[src/rtl/matmul_pkg.sv]
// Shared types and constants for the 10x10 matrix-multiply controller.
package matmul_pkg;

  localparam int unsigned MAT_N      = 10;
  localparam int unsigned ADDR_WIDTH = 4;

  typedef enum logic [2:0] {
    IDLE,
    FETCH,
    DRAIN,
    WRITE,
    DONE
  } mm_state_t;

endpackage

[src/rtl/mac_unit.sv]
// Unsigned multiply-accumulate register.
//   clk, rst : clock, synchronous active-high reset
//   clr      : zero the accumulator (wins over en)
//   en       : add a*b into the accumulator
//   a, b     : DATA_WIDTH-bit unsigned operands
//   acc      : ACC_WIDTH-bit accumulator, wraps modulo 2^ACC_WIDTH
module mac_unit #(
  parameter int unsigned DATA_WIDTH = 8,
  parameter int unsigned ACC_WIDTH  = 20
) (
  input  logic                  clk,
  input  logic                  rst,
  input  logic                  clr,
  input  logic                  en,
  input  logic [DATA_WIDTH-1:0] a,
  input  logic [DATA_WIDTH-1:0] b,
  output logic [ACC_WIDTH-1:0]  acc
);

  localparam int unsigned PROD_WIDTH = 2 * DATA_WIDTH;

  logic [PROD_WIDTH-1:0] prod;
  logic [ACC_WIDTH-1:0]  acc_d;
  logic [ACC_WIDTH-1:0]  acc_q;

  // Next accumulator value; the product is zero-extended before the add.
  always_comb begin
    prod  = PROD_WIDTH'(a) * PROD_WIDTH'(b);
    acc_d = acc_q;
    if (clr) begin
      acc_d = '0;
    end else if (en) begin
      acc_d = acc_q + ACC_WIDTH'(prod);
    end
  end

  always_ff @(posedge clk) begin
    if (rst) begin
      acc_q <= '0;
    end else begin
      acc_q <= acc_d;
    end
  end

  assign acc = acc_q;

endmodule

[src/rtl/matmul_ctrl_10x10.sv]
// Sequencer for C = A x B over three 10x10 storage blocks.
//   clk, rst                     : clock, synchronous active-high reset
//   start                        : begin a multiply (sampled in IDLE only)
//   busy, done                   : in-progress flag, one-cycle completion pulse
//   a_/b_en_ReadMat, *_row/colAddr : operand read port (data one cycle later)
//   a_readData, b_readData       : operand data
//   c_en_WriteMat, c_row/colAddr, c_writeData : result write port
module matmul_ctrl_10x10
  import matmul_pkg::*;
#(
  parameter int unsigned DATA_WIDTH = 8,
  parameter int unsigned ACC_WIDTH  = 20
) (
  input  logic                  clk,
  input  logic                  rst,
  input  logic                  start,
  output logic                  busy,
  output logic                  done,
  output logic                  a_en_ReadMat,
  output logic                  b_en_ReadMat,
  output logic [ADDR_WIDTH-1:0] a_rowAddr,
  output logic [ADDR_WIDTH-1:0] a_colAddr,
  output logic [ADDR_WIDTH-1:0] b_rowAddr,
  output logic [ADDR_WIDTH-1:0] b_colAddr,
  input  logic [DATA_WIDTH-1:0] a_readData,
  input  logic [DATA_WIDTH-1:0] b_readData,
  output logic                  c_en_WriteMat,
  output logic [ADDR_WIDTH-1:0] c_rowAddr,
  output logic [ADDR_WIDTH-1:0] c_colAddr,
  output logic [ACC_WIDTH-1:0]  c_writeData
);

  localparam logic [ADDR_WIDTH-1:0] LAST = ADDR_WIDTH'(MAT_N - 1);
  localparam logic [ADDR_WIDTH-1:0] ONE  = ADDR_WIDTH'(1);

  mm_state_t             state_q, state_d;
  logic [ADDR_WIDTH-1:0] i_q, i_d, j_q, j_d, k_q, k_d;
  logic                  valid_q, valid_d;
  logic                  acc_clr;
  logic [ACC_WIDTH-1:0]  acc;

  logic                  busy_q, busy_d, done_q, done_d;
  logic                  rd_en_q, rd_en_d, wr_en_q, wr_en_d;
  logic [ADDR_WIDTH-1:0] a_row_q, a_row_d, a_col_q, a_col_d;
  logic [ADDR_WIDTH-1:0] b_row_q, b_row_d, b_col_q, b_col_d;
  logic [ADDR_WIDTH-1:0] c_row_q, c_row_d, c_col_q, c_col_d;

  mac_unit #(
    .DATA_WIDTH (DATA_WIDTH),
    .ACC_WIDTH  (ACC_WIDTH)
  ) u_mac (
    .clk (clk),
    .rst (rst),
    .clr (acc_clr),
    .en  (valid_q),
    .a   (a_readData),
    .b   (b_readData),
    .acc (acc)
  );

  // Next state, counters, and output values (outputs follow the next state
  // so they line up with the state they belong to once registered).
  always_comb begin
    state_d = state_q;
    i_d     = i_q;
    j_d     = j_q;
    k_d     = k_q;
    acc_clr = 1'b0;

    unique case (state_q)
      IDLE: begin
        if (start) begin
          state_d = FETCH;
          i_d     = '0;
          j_d     = '0;
          k_d     = '0;
          acc_clr = 1'b1;
        end
      end
      FETCH: begin
        if (k_q == LAST) begin
          k_d     = '0;
          state_d = DRAIN;
        end else begin
          k_d = k_q + ONE;
        end
      end
      DRAIN: state_d = WRITE;
      WRITE: begin
        acc_clr = 1'b1;
        k_d     = '0;
        state_d = FETCH;
        if (j_q == LAST) begin
          j_d = '0;
          if (i_q == LAST) begin
            i_d     = '0;
            state_d = DONE;
          end else begin
            i_d = i_q + ONE;
          end
        end else begin
          j_d = j_q + ONE;
        end
      end
      DONE:    state_d = IDLE;
      default: state_d = IDLE;
    endcase

    // Read data returns one cycle after a FETCH cycle.
    valid_d = (state_q == FETCH);

    busy_d  = (state_d == FETCH) || (state_d == DRAIN) || (state_d == WRITE);
    done_d  = (state_d == DONE);
    rd_en_d = (state_d == FETCH);
    wr_en_d = (state_d == WRITE);
    a_row_d = rd_en_d ? i_d : '0;
    a_col_d = rd_en_d ? k_d : '0;
    b_row_d = rd_en_d ? k_d : '0;
    b_col_d = rd_en_d ? j_d : '0;
    c_row_d = wr_en_d ? i_d : '0;
    c_col_d = wr_en_d ? j_d : '0;
  end

  always_ff @(posedge clk) begin
    if (rst) begin
      state_q <= IDLE;
      i_q     <= '0;
      j_q     <= '0;
      k_q     <= '0;
      valid_q <= 1'b0;
      busy_q  <= 1'b0;
      done_q  <= 1'b0;
      rd_en_q <= 1'b0;
      wr_en_q <= 1'b0;
      a_row_q <= '0;
      a_col_q <= '0;
      b_row_q <= '0;
      b_col_q <= '0;
      c_row_q <= '0;
      c_col_q <= '0;
    end else begin
      state_q <= state_d;
      i_q     <= i_d;
      j_q     <= j_d;
      k_q     <= k_d;
      valid_q <= valid_d;
      busy_q  <= busy_d;
      done_q  <= done_d;
      rd_en_q <= rd_en_d;
      wr_en_q <= wr_en_d;
      a_row_q <= a_row_d;
      a_col_q <= a_col_d;
      b_row_q <= b_row_d;
      b_col_q <= b_col_d;
      c_row_q <= c_row_d;
      c_col_q <= c_col_d;
    end
  end

  assign busy          = busy_q;
  assign done          = done_q;
  assign a_en_ReadMat  = rd_en_q;
  assign b_en_ReadMat  = rd_en_q;
  assign a_rowAddr     = a_row_q;
  assign a_colAddr     = a_col_q;
  assign b_rowAddr     = b_row_q;
  assign b_colAddr     = b_col_q;
  assign c_en_WriteMat = wr_en_q;
  assign c_rowAddr     = c_row_q;
  assign c_colAddr     = c_col_q;
  // The accumulator holds the finished sum during the WRITE cycle.
  assign c_writeData   = wr_en_q ? acc : '0;

endmodule

[config.mk]
export PLATFORM = sky130hd
export DESIGN_NAME = matmul_ctrl_10x10
export DESIGN_NICKNAME = d
export VERILOG_FILES = /design/src/rtl/matmul_pkg.sv /design/src/rtl/mac_unit.sv /design/src/rtl/matmul_ctrl_10x10.sv
export SDC_FILE = /design/constraint.sdc
export NUM_CORES = 1
export LEC_CHECK = 0
export BUFFER_PORTS_ARGS = -buffer_cell sky130_fd_sc_hd__buf_2
export CORE_UTILIZATION = 53
export DETAILED_ROUTE_END_ITERATION = 10
export HOLD_SLACK_MARGIN = 0.02
export PLACE_DENSITY = 0.88
export SLEW_MARGIN = 20
export SYNTH_ARGS = -nofsm -noshare
export SYNTH_HDL_FRONTEND = slang
export SYNTH_SLANG_ARGS = --single-unit
[constraint.sdc]
create_clock -name clk -period 4.1 [get_ports clk]
set_input_delay 0.205 -clock clk [delete_from_list [all_inputs] [get_ports clk]]
set_output_delay 0.205 -clock clk [all_outputs]
set_load 0.01 [all_outputs]
# Yosys cells after proc, flatten, opt, wreduce, memory -nomap -nowiden
# Cells that the tools add are included.
# classes
n_shift	0
add_sub_neg	4
n_eq_ne	10
bitwise_logic	2
n_mul	1
n_lt_le_gt_ge	0
reduce_logical	6
div	0
mux	18
# op_table
op	count
$mux 4	7
$add 20x16->20	1
$mux 20	1
$mul 8x8->16	1
$pmux 4 s2	2
$add 4x1->4 const B	3
$eq 3x2->1 const B	4
$eq 4x4->1 const B	3
$mux 3	4
$pmux 3 s4	1
$pmux 4 s3	1
$eq 3x1->1 const B	2
$reduce_or 2->1	3
$eq 3x3->1 const B	1
$logic_not 3->1	1
$logic_or 1x1->1	2
$not 1->1	2
$pmux 1 s2	1
$mux 1	1
# word_totals
rom_bits	0
ram_bits	0
ff_bits	60
latchBits	0
out_inout_bits	49
elab_cells	56
inputBits	19
mem_count	0

# Longest topological paths before layout
# Gate-level depths: netlist (run 1).
# logic_depth
depth_word	7
mapped_depth	17
mapped_depth_nobuf	16

# Hierarchy
# Synthesis (run 1) repeated with hierarchy kept, for this count alone.
# hier_totals
cells_unflattened	623
hier_area_um2	5457.7
# modules_own_cells
mod	seq_area_each_um2	instances	area_each_um2	cells_each
mac_unit	400.4	1	3593.4	430
matmul_ctrl_10x10	800.8	1	1864.3	193

# Worst setup path after synthesis (run 1)
# OpenSTA, ideal clock, no wires.
# synth_path
kind	flip-flop to flip-flop
from	register u_mac.acc_q[6] (netlist: u_mac.acc[6])
to	register u_mac.acc_q[14] (netlist: u_mac.acc[14])
setup_time_ns	0.088
synth_period_minus_slack_ns	4.145
path_buffers	0
path_stages_with_launch	16
slack_ns	-0.045
arrival_time_ns	4.058
required_time_ns	4.012
path_cell_list	dfxtp_1 -> inv_1 -> fa_1 -> inv_1 -> fa_1 -> inv_1 -> fa_1 -> fa_1 -> inv_1 -> ha_1 -> a21o_1 -> a21oi_1 -> a21oi_1 -> o41ai_1 -> mux2_2 -> o31ai_1
# synth_via
elab_chain_len	1
# synth_rtl
item	line_no	rtl
from (decl)	mac_unit.sv:24	logic [ACC_WIDTH-1:0] acc_q;
from (signal assigned)	mac_unit.sv:39	acc_q <= '0;
from (signal assigned)	mac_unit.sv:41	acc_q <= acc_d;
$add 20x16->20	mac_unit.sv:33	acc_d = acc_q + ACC_WIDTH'(prod);
# Every way passes these cells.
# A chain may end at the register's enable or synchronous reset.

# Final worst setup path (run 1)
# Same ends and word-level chain as after synthesis.

==> results.yml, run 1 <==
run_status:
  status: "complete, no violations"
synth:
  syn_area_per_cell_um2: 8.473
  synth_top_area_frac: 0.2343
  synth_cell_type_count: 52
  seq_area_frac_synth: 0.2343
  ys_warn_count: 0
  ys_async_sr_fraction: 0
  synth_ff_type: "dfxtp_1"
  synth_edf_count: 0
  synth.most_common_cell: "inv_1"
  syn_inst: 605
  yosys.area.top_type: "dfxtp_1"
  yosys_register_bits: 60
  syn_area_um2: 5126
  ys_top_cells_by_count: "inv_1 (104), nor2_1 (62), and2_1 (60), dfxtp_1 (60), fa_1 (50)"
  syn-num-nets: 719
  synth_area_leaders: "dfxtp_1 (23%), fa_1 (20%), ha_1 (11%), inv_1 (7.6%), and2_1 (7.3%)"
timing:
  fin_crit_sh: 0.9873
  skew_ns: 0.01001
  tightest_slew_ns: 0.8305
  finalSetupTns_ns: 0
  period_needed_ns: 4.048
  drv_slew: 0
  hold_viol: 0
  slew_headroom: 0.4463
  fmax_mhz: 247.0
  setup_viol: 0
routing:
  drc: 0
  routed_wirelength_mm: 12.59
  ant_nets: 0
  viasPerCell: 5.303
  post_drt_wl_per_cell_um: 15.08
  dr_total_vias: 4428
  drtIter0Drc: 214
  drt_first_pass_iters: 5
power_and_ir_drop:
  power.internal_w: 0.001659
  ir_drop_mv: 0.3183
  p_clk_frac: 0.163
  sw_frac_of_total: 0.4214
  p_comb_frac: 0.620
  power_frac_seq: 0.216
  p_per_area_nw_per_um2: 467.7
  leakagePower_nw: 3.086
  p_sw_w: 0.001208
setup_path:
  start_kind: "flip-flop"
  crit_start: "u_mac.acc[6]$_SDFFE_PP0P_"
  worstSetupEndpointType: "flip-flop"
  r2r_slack_ns: 0.05
  required_ns: 4.34
  ff2ff_path_depth: 16
  critPathKind: "flip-flop to flip-flop"
  crit_fanout: 4
  r2r_start: "u_mac.acc[6]$_SDFFE_PP0P_"
  worst_ep_arrival_time_ns: 4.29
  r2r_end: "u_mac.acc[14]$_SDFFE_PP0P_"
cts:
  cts_buffer_depth: 2
  cts_sinks: 60
  cts_tree: "yes"
  cts_root_buffer: "clkbuf_8"
  cts_hold_buf: 0
  clkTransAtPathRegs_ns: 0.07
  cts_buffers: 9
  h-tree-depth: 3
  clock_latency_ns: 0.34
finish:
  n_fill_cell: 753
  final_layout_size_suffix_gt1_frac: 0.2295
  area_growth_pct: 19.58
  finalNetCount: 815
  diodes: 0
  final_util: 0.6602
hold_path:
  whs_endpoint: "busy$_SDFF_PP0_"
  hp-start: "start"
  whs_path_depth: 3
  hp-class: "input port to flip-flop"
global_routing:
  grt_pass1_wl_mm: 20.56
  track_usage: 0.2567
  grt-ovfl-total: 0
  grt_antenna_before_repair: 0
  grt_max_degree: 22
  grt_pass1_vias: 4558
floorplan:
  ios: 68
  dieArea_um2: 10070
  rows: 35
  core_um2: 9284
  die-width_um: 100.3
  die_h_um: 100.3
  start_util: 0.5522
flow_run:
  maxCapViolCount: 0
placed_design:
  place_congestion: 0.8852
  dpl.hpwl_mm: 9.495
  port_buffers: 67
## power groups by stage
stage	Combinational (W)	Sequential, W	Clock [W]
3_3_place_gp	0.00136	0.000630	0
2_1_floorplan	0.000940	0.000626	0
3_5_place_dp	0.00142	0.000630	0
4_1_cts	0.00153	0.000617	0.000481
5_1_grt	0.00195	0.000622	0.000510
6_report	0.00178	0.000619	0.000469
## layout make-up
| cell class | instances | area [um2] | share of cell area |
|---|---|---|---|
| clock buffers | 9 | 123.9 | 0.02021 |
| clock inverters | 7 | 51.30 | 0.008369 |
| flip-flops and latches | 60 | 1206 | 0.1968 |
| multi-input cells | 415 | 3528 | 0.5756 |
| repair buffers | 111 | 668.1 | 0.1090 |
| well taps | 129 | 161.4 | 0.02633 |
| inverters | 104 | 390.4 | 0.06369 |
## logic make-up (layout without fill, tap and decap cells)
group,after synthesis,count (layout),synth area share
flops,60,60,0.2343
xor+xnor,8,8,0.01367
fa+ha+maj,95,95,0.3051
simple gates,221,221,0.2182
buf+inv,130,231,0.1050
compound gates,76,76,0.09397
mux,15,15,0.02978
## layout by cell type, fill, tap and decap left out, types with 4 or more instances in the layout
| cell | n |
|---|---|
| inv_2 | 6 |
| o21ai_1 | 4 |
| fa_1 | 49 |
| dfxtp_2 | 4 |
| nor2_1 | 62 |
| nand2_1 | 44 |
| buf_2 | 66 |
| a21o_1 | 8 |
| a21oi_1 | 17 |
| nand4_1 | 4 |
| nand2b_1 | 7 |
| ha_1 | 39 |
| mux2i_1 | 13 |
| xnor2_1 | 5 |
| dfxtp_1 | 56 |
| buf_4 | 44 |
| o21ai_0 | 14 |
| clkbuf_8 | 9 |
| nor3_1 | 7 |
| a31oi_1 | 4 |
| nor2b_1 | 8 |
| and2_1 | 59 |
| nand3_1 | 11 |
| ha_4 | 4 |
| inv_1 | 98 |
## flip-flops by register name, summed over array words and instances (netlist names)
name / count
a_en_ReadMat: 1
j_q: 4
done: 1
b_colAddr: 4
valid_q: 1
b_rowAddr: 4
a_rowAddr: 4
c_rowAddr: 4
busy: 1
state_q: 3
c_en_WriteMat: 1
i_q: 4
u_mac.acc: 20
k_q: 4
c_colAddr: 4
## worst max-delay path, cell delays in order (launching register included)
cell and delay, ns:
dfxtp_2 0.34, inv_2 0.04, fa_1 0.47, inv_1 0.05, fa_1 0.50, inv_2 0.04
fa_1 0.46, fa_1 0.52, inv_2 0.05, ha_4 0.22, a21o_1 0.18, a21oi_4 0.16
a21oi_2 0.08, buf_4 0.14, o41ai_4 0.29, mux2_4 0.34, o31ai_1 0.06
## worst max path at each step
stage                                            end  slack, ns  cells after the start
after global placement    u_mac.acc[17]$_SDFFE_PP0P_      -0.35                     16
after CTS                 u_mac.acc[14]$_SDFFE_PP0P_       0.01                     15
final                     u_mac.acc[14]$_SDFFE_PP0P_       0.05                     16
after detailed placement  u_mac.acc[19]$_SDFFE_PP0P_      -0.40                     16
after floorplan           u_mac.acc[14]$_SDFFE_PP0P_       0.01                     15
after global routing      u_mac.acc[11]$_SDFFE_PP0P_      -0.06                     16
## layer usage
layer / share of wire / global-route usage / routed length (um)
met1: 0.40 / 0.2979 / 5097
met5: 0 / 0 / 0
met2: 0.52 / 0.4705 / 6582
met3: 0.044 / 0.05084 / 557
met4: 0.028 / 0.08584 / 356
## what timing repair did
| action | 4_1_cts | 5_1_grt |
|---|---|---|
| hold endpoints to repair | 0 | 0 |
| buffers inserted | 1 | 6 |
| pin swaps | 13 | 23 |
| endpoints found under the setup margin | 7 | 10 |
| resized for setup | 17 | 22 |
## per-stage QoR
| stage | area (um2) | total power, W | instances | hold slack [ns] | worst slack [ns] |
|---|---|---|---|---|---|
| 4_1_cts | 6010 | 0.002626 | 829 | 0.2476 | 0.01435 |
| 3_5_place_dp | 5757 | 0.002052 | 812 | 0.4651 | -0.3996 |
| 3_3_place_gp | 5757 | 0.001990 | 812 | 0.4552 | -0.3479 |
| 2_1_floorplan | 5130 | 0.001567 | 605 | 0.4405 | 0.01084 |
| 5_1_grt | 6130 | 0.003082 | 835 | 0.2738 | -0.06455 |
| 6_report | 6130 | 0.002867 | 835 | 0.2536 | 0.05203 |
Note: power is estimated with default switching activity, not from simulation.
==> run 2, diff against run 1 <==
Settings changed: BUFFER_PORTS_ARGS -buffer_cell sky130_fd_sc_hd__buf_2 to -buffer_cell sky130_fd_sc_hd__buf_4.
==> results.yml, run 2 (same netlist as run 1, synthesis figures left out) <==
cts:
  cts_root_buffer: "clkbuf_8"
  cts_tree: "yes"
  clkTransAtPathRegs_ns: 0.09
  clock_latency_ns: 0.34
  cts_buffer_depth: 2
  h-tree-depth: 3
  cts_sinks: 60
  cts_hold_buf: 0
  cts_buffers: 9
floorplan:
  rows: 35
  ios: 68
  die-width_um: 100.3
  dieArea_um2: 10070
  start_util: 0.5522
  core_um2: 9284
  die_h_um: 100.3
timing:
  hold_viol: 0
  tightest_slew_ns: 0.8225
  drv_slew: 0
  whs_ns: 0.2029
  setup_viol: 0
  fin_crit_sh: 0.9749
  slew_headroom: 0.4480
  skew_ns: 0.01222
  fmax_mhz: 250.2
  period_needed_ns: 3.997
  setup_ws_ns: 0.1031
placed_design:
  place_congestion: 0.8953
  port_buffers: 67
  dp_worst_setup_slack_ns: -0.3407
  dpl.hpwl_mm: 9.202
hold_path:
  whs_path_depth: 2
  hp-class: "input port to flip-flop"
  whs_endpoint: "i_q[2]$_SDFF_PP0_"
  hp-start: "rst"
setup_path:
  required_ns: 4.35
  critPathKind: "flip-flop to flip-flop"
  ff2ff_path_depth: 15
  r2r_start: "u_mac.acc[6]$_SDFFE_PP0P_"
  r2r_slack_ns: 0.10
  r2r_end: "u_mac.acc[14]$_SDFFE_PP0P_"
  worstSetupEndpointType: "flip-flop"
  crit_fanout: 3
  worst_ep_arrival_time_ns: 4.24
  start_kind: "flip-flop"
finish:
  diodes: 0
  area_growth_pct: 21.48
  largest_register_ffs: 20
  finalNetCount: 806
  final_layout_size_suffix_gt1_frac: 0.2181
  most-common-layout-cells: "buf_4 (101), inv_1 (100), nor2_1 (62)"
  final_util: 0.6708
  final_common_cell: "buf_4"
power_and_ir_drop:
  p_total_w: 0.002821
  sw_frac_of_total: 0.4100
  p_comb_frac: 0.583
  p_per_area_nw_per_um2: 452.9
  power_frac_seq: 0.219
  power.internal_w: 0.001664
  leakagePower_nw: 3.070
  p_clk_frac: 0.198
  p_sw_w: 0.001156
  ir_drop_mv: 0.3354
global_routing:
  grt_pass1_wl_mm: 19.98
  grt_pass1_vias: 4477
  grt_antenna_before_repair: 0
  track_usage: 0.2504
  grt_max_degree: 22
  grt-ovfl-total: 0
routing:
  dr_total_vias: 4443
  drtIter0Drc: 212
  drt_first_pass_iters: 5
  drc: 0
  viasPerCell: 5.379
  routed_wirelength_mm: 12.14
  post_drt_wl_per_cell_um: 14.70
  ant_nets: 0
flow_run:
  maxCapViolCount: 0
run_status:
  status: "complete, no violations"
## run 2: changes by cell type in the layout (fill, tap and decap cells not counted), sizes merged
cell,delta
buf,-8
clkinv,-2
inv,+2
bufinv,+1
clkbuf,-1
clkinvlp,-1
## run 2: worst max path at each step
stage          slack (ns)                    endpoint                      start  depth (start not counted)
2_1_floorplan        0.01  u_mac.acc[14]$_SDFFE_PP0P_              a_readData[2]                         15
3_3_place_gp        -0.25  u_mac.acc[19]$_SDFFE_PP0P_              b_readData[7]                         15
3_5_place_dp        -0.34  u_mac.acc[19]$_SDFFE_PP0P_              b_readData[7]                         15
4_1_cts             0.003  u_mac.acc[14]$_SDFFE_PP0P_  u_mac.acc[4]$_SDFFE_PP0P_                         16
5_1_grt             -0.02  u_mac.acc[11]$_SDFFE_PP0P_  u_mac.acc[7]$_SDFFE_PP0P_                         16
6_report             0.10  u_mac.acc[14]$_SDFFE_PP0P_  u_mac.acc[6]$_SDFFE_PP0P_                         15
## run 2: metal layers
metal	up-vias	global-route usage	wire [um]
met3	40	0.04735	634
met2	157	0.4484	6333
met1	2158	0.2879	4828
li1	2088	-	-
met4	0	0.1171	342
met5	-	0	0
## run 2: repair_timing
action                                 4_1_cts  5_1_grt
setup endpoints to repair                    7       10
setup buffers                                2        4
endpoints found under the hold margin        0        0
resized for setup                           12       21
pin swaps                                    8       24
## run 2: layout make-up
class	count	area, um2
timing repair buffer	102	769.5
sequential	60	1206
inverter	104	390.4
fill	708	3057
clock buffer	9	123.9
multi-input combinational	415	3495
tap	129	161.4
clock inverter	7	81.33
## run 2: power by group through the flow
stage / logic (W) / registers, W / clock network, W
after floorplan: 0.000940 / 0.000626 / 0
after global placement: 0.00131 / 0.000630 / 0
after detailed placement: 0.00138 / 0.000631 / 0
after CTS: 0.00147 / 0.000617 / 0.000568
after global routing: 0.00181 / 0.000621 / 0.000594
final: 0.00164 / 0.000618 / 0.000558
## run 2: critical path, cell delays in order (launching register included)
cell and delay [ns]:
dfxtp_2 0.33, inv_1 0.04, fa_1 0.49, inv_2 0.04
fa_1 0.51, inv_1 0.06, fa_1 0.46, fa_1 0.55
inv_2 0.05, ha_4 0.22, a21o_1 0.21, a21oi_2 0.19
a21oi_2 0.11, o41ai_2 0.22, mux2_2 0.37, o31ai_1 0.07
## run 2: stage by stage
stage               instance area, um2  TNS [ns]  std cells
finish                            6227         0        826
global route                      6227  -0.05588        826
CTS                               6137         0        822
detailed placement                5864    -1.691        804
global placement                  5864    -1.064        804
floorplan                         5130         0        605
==> run 3, diff against run 2 <==
Settings changed: CORE_UTILIZATION 53 to 52, PLACE_DENSITY 0.88 to 0.87.
==> results.yml, run 3 (same netlist as run 1, synthesis figures left out) <==
run_status:
  status: "complete, no violations"
timing:
  drv_slew: 0
  rsz0062_at_grt: "yes"
  fin_crit_sh: 0.9778
  period_needed_ns: 4.009
  setup_viol: 0
  hold_viol: 0
  skew_ns: 0.009228
  tightest_slew_ns: 0.8589
  slew_headroom: 0.4235
  fmax_mhz: 249.4
  setup_ws_ns: 0.09085
  finalSetupTns_ns: 0
  whs_ns: 0.1929
routing:
  drc: 0
  drt_first_pass_iters: 4
  post_drt_wl_per_cell_um: 14.59
  routed_wirelength_mm: 12.01
  dr_total_vias: 4331
  ant_nets: 0
  drtIter0Drc: 165
  viasPerCell: 5.262
placed_design:
  place_congestion: 0.9400
  port_buffers: 67
  dp.cells: 807
  dpl.hpwl_mm: 9.335
  dp_worst_setup_slack_ns: -0.2575
global_routing:
  grt_pass1_vias: 4430
  track_usage: 0.2499
  grt_pass1_wl_mm: 20.07
  grt_max_degree: 22
  grt_antenna_before_repair: 0
  grt-ovfl-total: 0
setup_path:
  critPathKind: "flip-flop to flip-flop"
  r2r_slack_ns: 0.09
  path_buf_inv: 5
  crit_family: "adder cells"
  r2r_start: "u_mac.acc[7]$_SDFFE_PP0P_"
  start_kind: "flip-flop"
  ff2ff_path_depth: 15
  critical-path-slowest-cell: "fa_1"
  worst_ep_arrival_time_ns: 4.25
  crit_chain: "inv_1 > fa_1 > inv_1 > fa_1 > fa_1 > inv_1 > fa_1 > inv_1 > ha_4 > buf_4 > a21oi_4 > a21oi_2 > o41ai_2 > mux2_2 > o31ai_2"
  worstSetupEndpointType: "flip-flop"
  critical_path.max_stage_delay_ns: 0.54
  r2r_end: "u_mac.acc[14]$_SDFFE_PP0P_"
  required_ns: 4.34
  crit_fanout: 3
finish:
  multi_input_area_um2: 3480
  n_fill_cell: 720
  area_growth_pct: 20.23
  final_layout_size_suffix_gt1_frac: 0.2017
  final_cells: 823
  diodes: 0
  largest_register_ffs: 20
  most-common-layout-cells: "inv_1 (103), buf_4 (99), nor2_1 (62)"
  final_common_cell: "inv_1"
  finalNetCount: 803
  regArea_um2: 1205
hold_path:
  whs_endpoint: "i_q[2]$_SDFF_PP0_"
  hp-class: "input port to flip-flop"
  hp-start: "rst"
  whs_path_depth: 2
power_and_ir_drop:
  ir_drop_mv: 0.2707
  p_per_area_nw_per_um2: 439.4
  p_total_w: 0.002708
  leakagePower_nw: 3.043
floorplan:
  die-width_um: 101.3
  rows: 35
  core_um2: 9415
  dieArea_um2: 10260
  ios: 68
  start_util: 0.5445
  die_h_um: 101.3
cts:
  clkTransAtPathRegs_ns: 0.08
  cts_root_buffer: "clkbuf_8"
  h-tree-depth: 3
  cts_buffers: 9
  cts_sinks: 60
  clock_latency_ns: 0.34
  cts_buffer_depth: 2
  cts_hold_buf: 0
  cts_tree: "yes"
flow_run:
  maxCapViolCount: 0
## run 3: area by class of cell
type / instances / area share
clock inverter: 7 / 0.009744
sequential: 60 / 0.1955
inverter: 104 / 0.06334
tap: 129 / 0.02619
multi-input combinational: 415 / 0.5646
timing repair buffer: 99 / 0.1206
clock buffer: 9 / 0.02010
## run 3: worst max-delay path by stage
stage	cells after the start	end	from
final	15	u_mac.acc[14]$_SDFFE_PP0P_	u_mac.acc[7]$_SDFFE_PP0P_
after global routing	14	u_mac.acc[16]$_SDFFE_PP0P_	u_mac.acc[7]$_SDFFE_PP0P_
after CTS	15	u_mac.acc[19]$_SDFFE_PP0P_	u_mac.acc[4]$_SDFFE_PP0P_
after detailed placement	16	u_mac.acc[19]$_SDFFE_PP0P_	a_readData[4]
after global placement	15	u_mac.acc[16]$_SDFFE_PP0P_	a_readData[3]
after floorplan	15	u_mac.acc[14]$_SDFFE_PP0P_	a_readData[2]
## run 3: timing repair
| item | in CTS | in global routing |
|---|---|---|
| buffers inserted | 0 | 0 |
| gates resized for setup | 14 | 10 |
| pin swaps | 12 | 9 |
| endpoints found under the setup margin | 8 | 9 |
| gates cloned | 0 | 0 |
## run 3: per-layer routing
layer / GRT usage / share of wire
met1: 0.2891 / 0.41
met2: 0.4636 / 0.52
met3: 0.04624 / 0.043
met4: 0.08138 / 0.022
met5: 0 / 0
## run 3: through the flow
stage                 util  area, um2
floorplan                -       5130
global placement    0.6252       5887
detailed placement  0.6252       5887
CTS                 0.6514       6133
global route        0.6546       6163
finish              0.6546       6163
## run 3: where the power goes
group	total, W	switching (W)	internal, W	leakage, nW
sequential	0.000619	0.0000170	0.000602	0.486
combinational	0.00159	0.000844	0.000748	2.47
clock	0.000497	0.000269	0.000228	0.0844
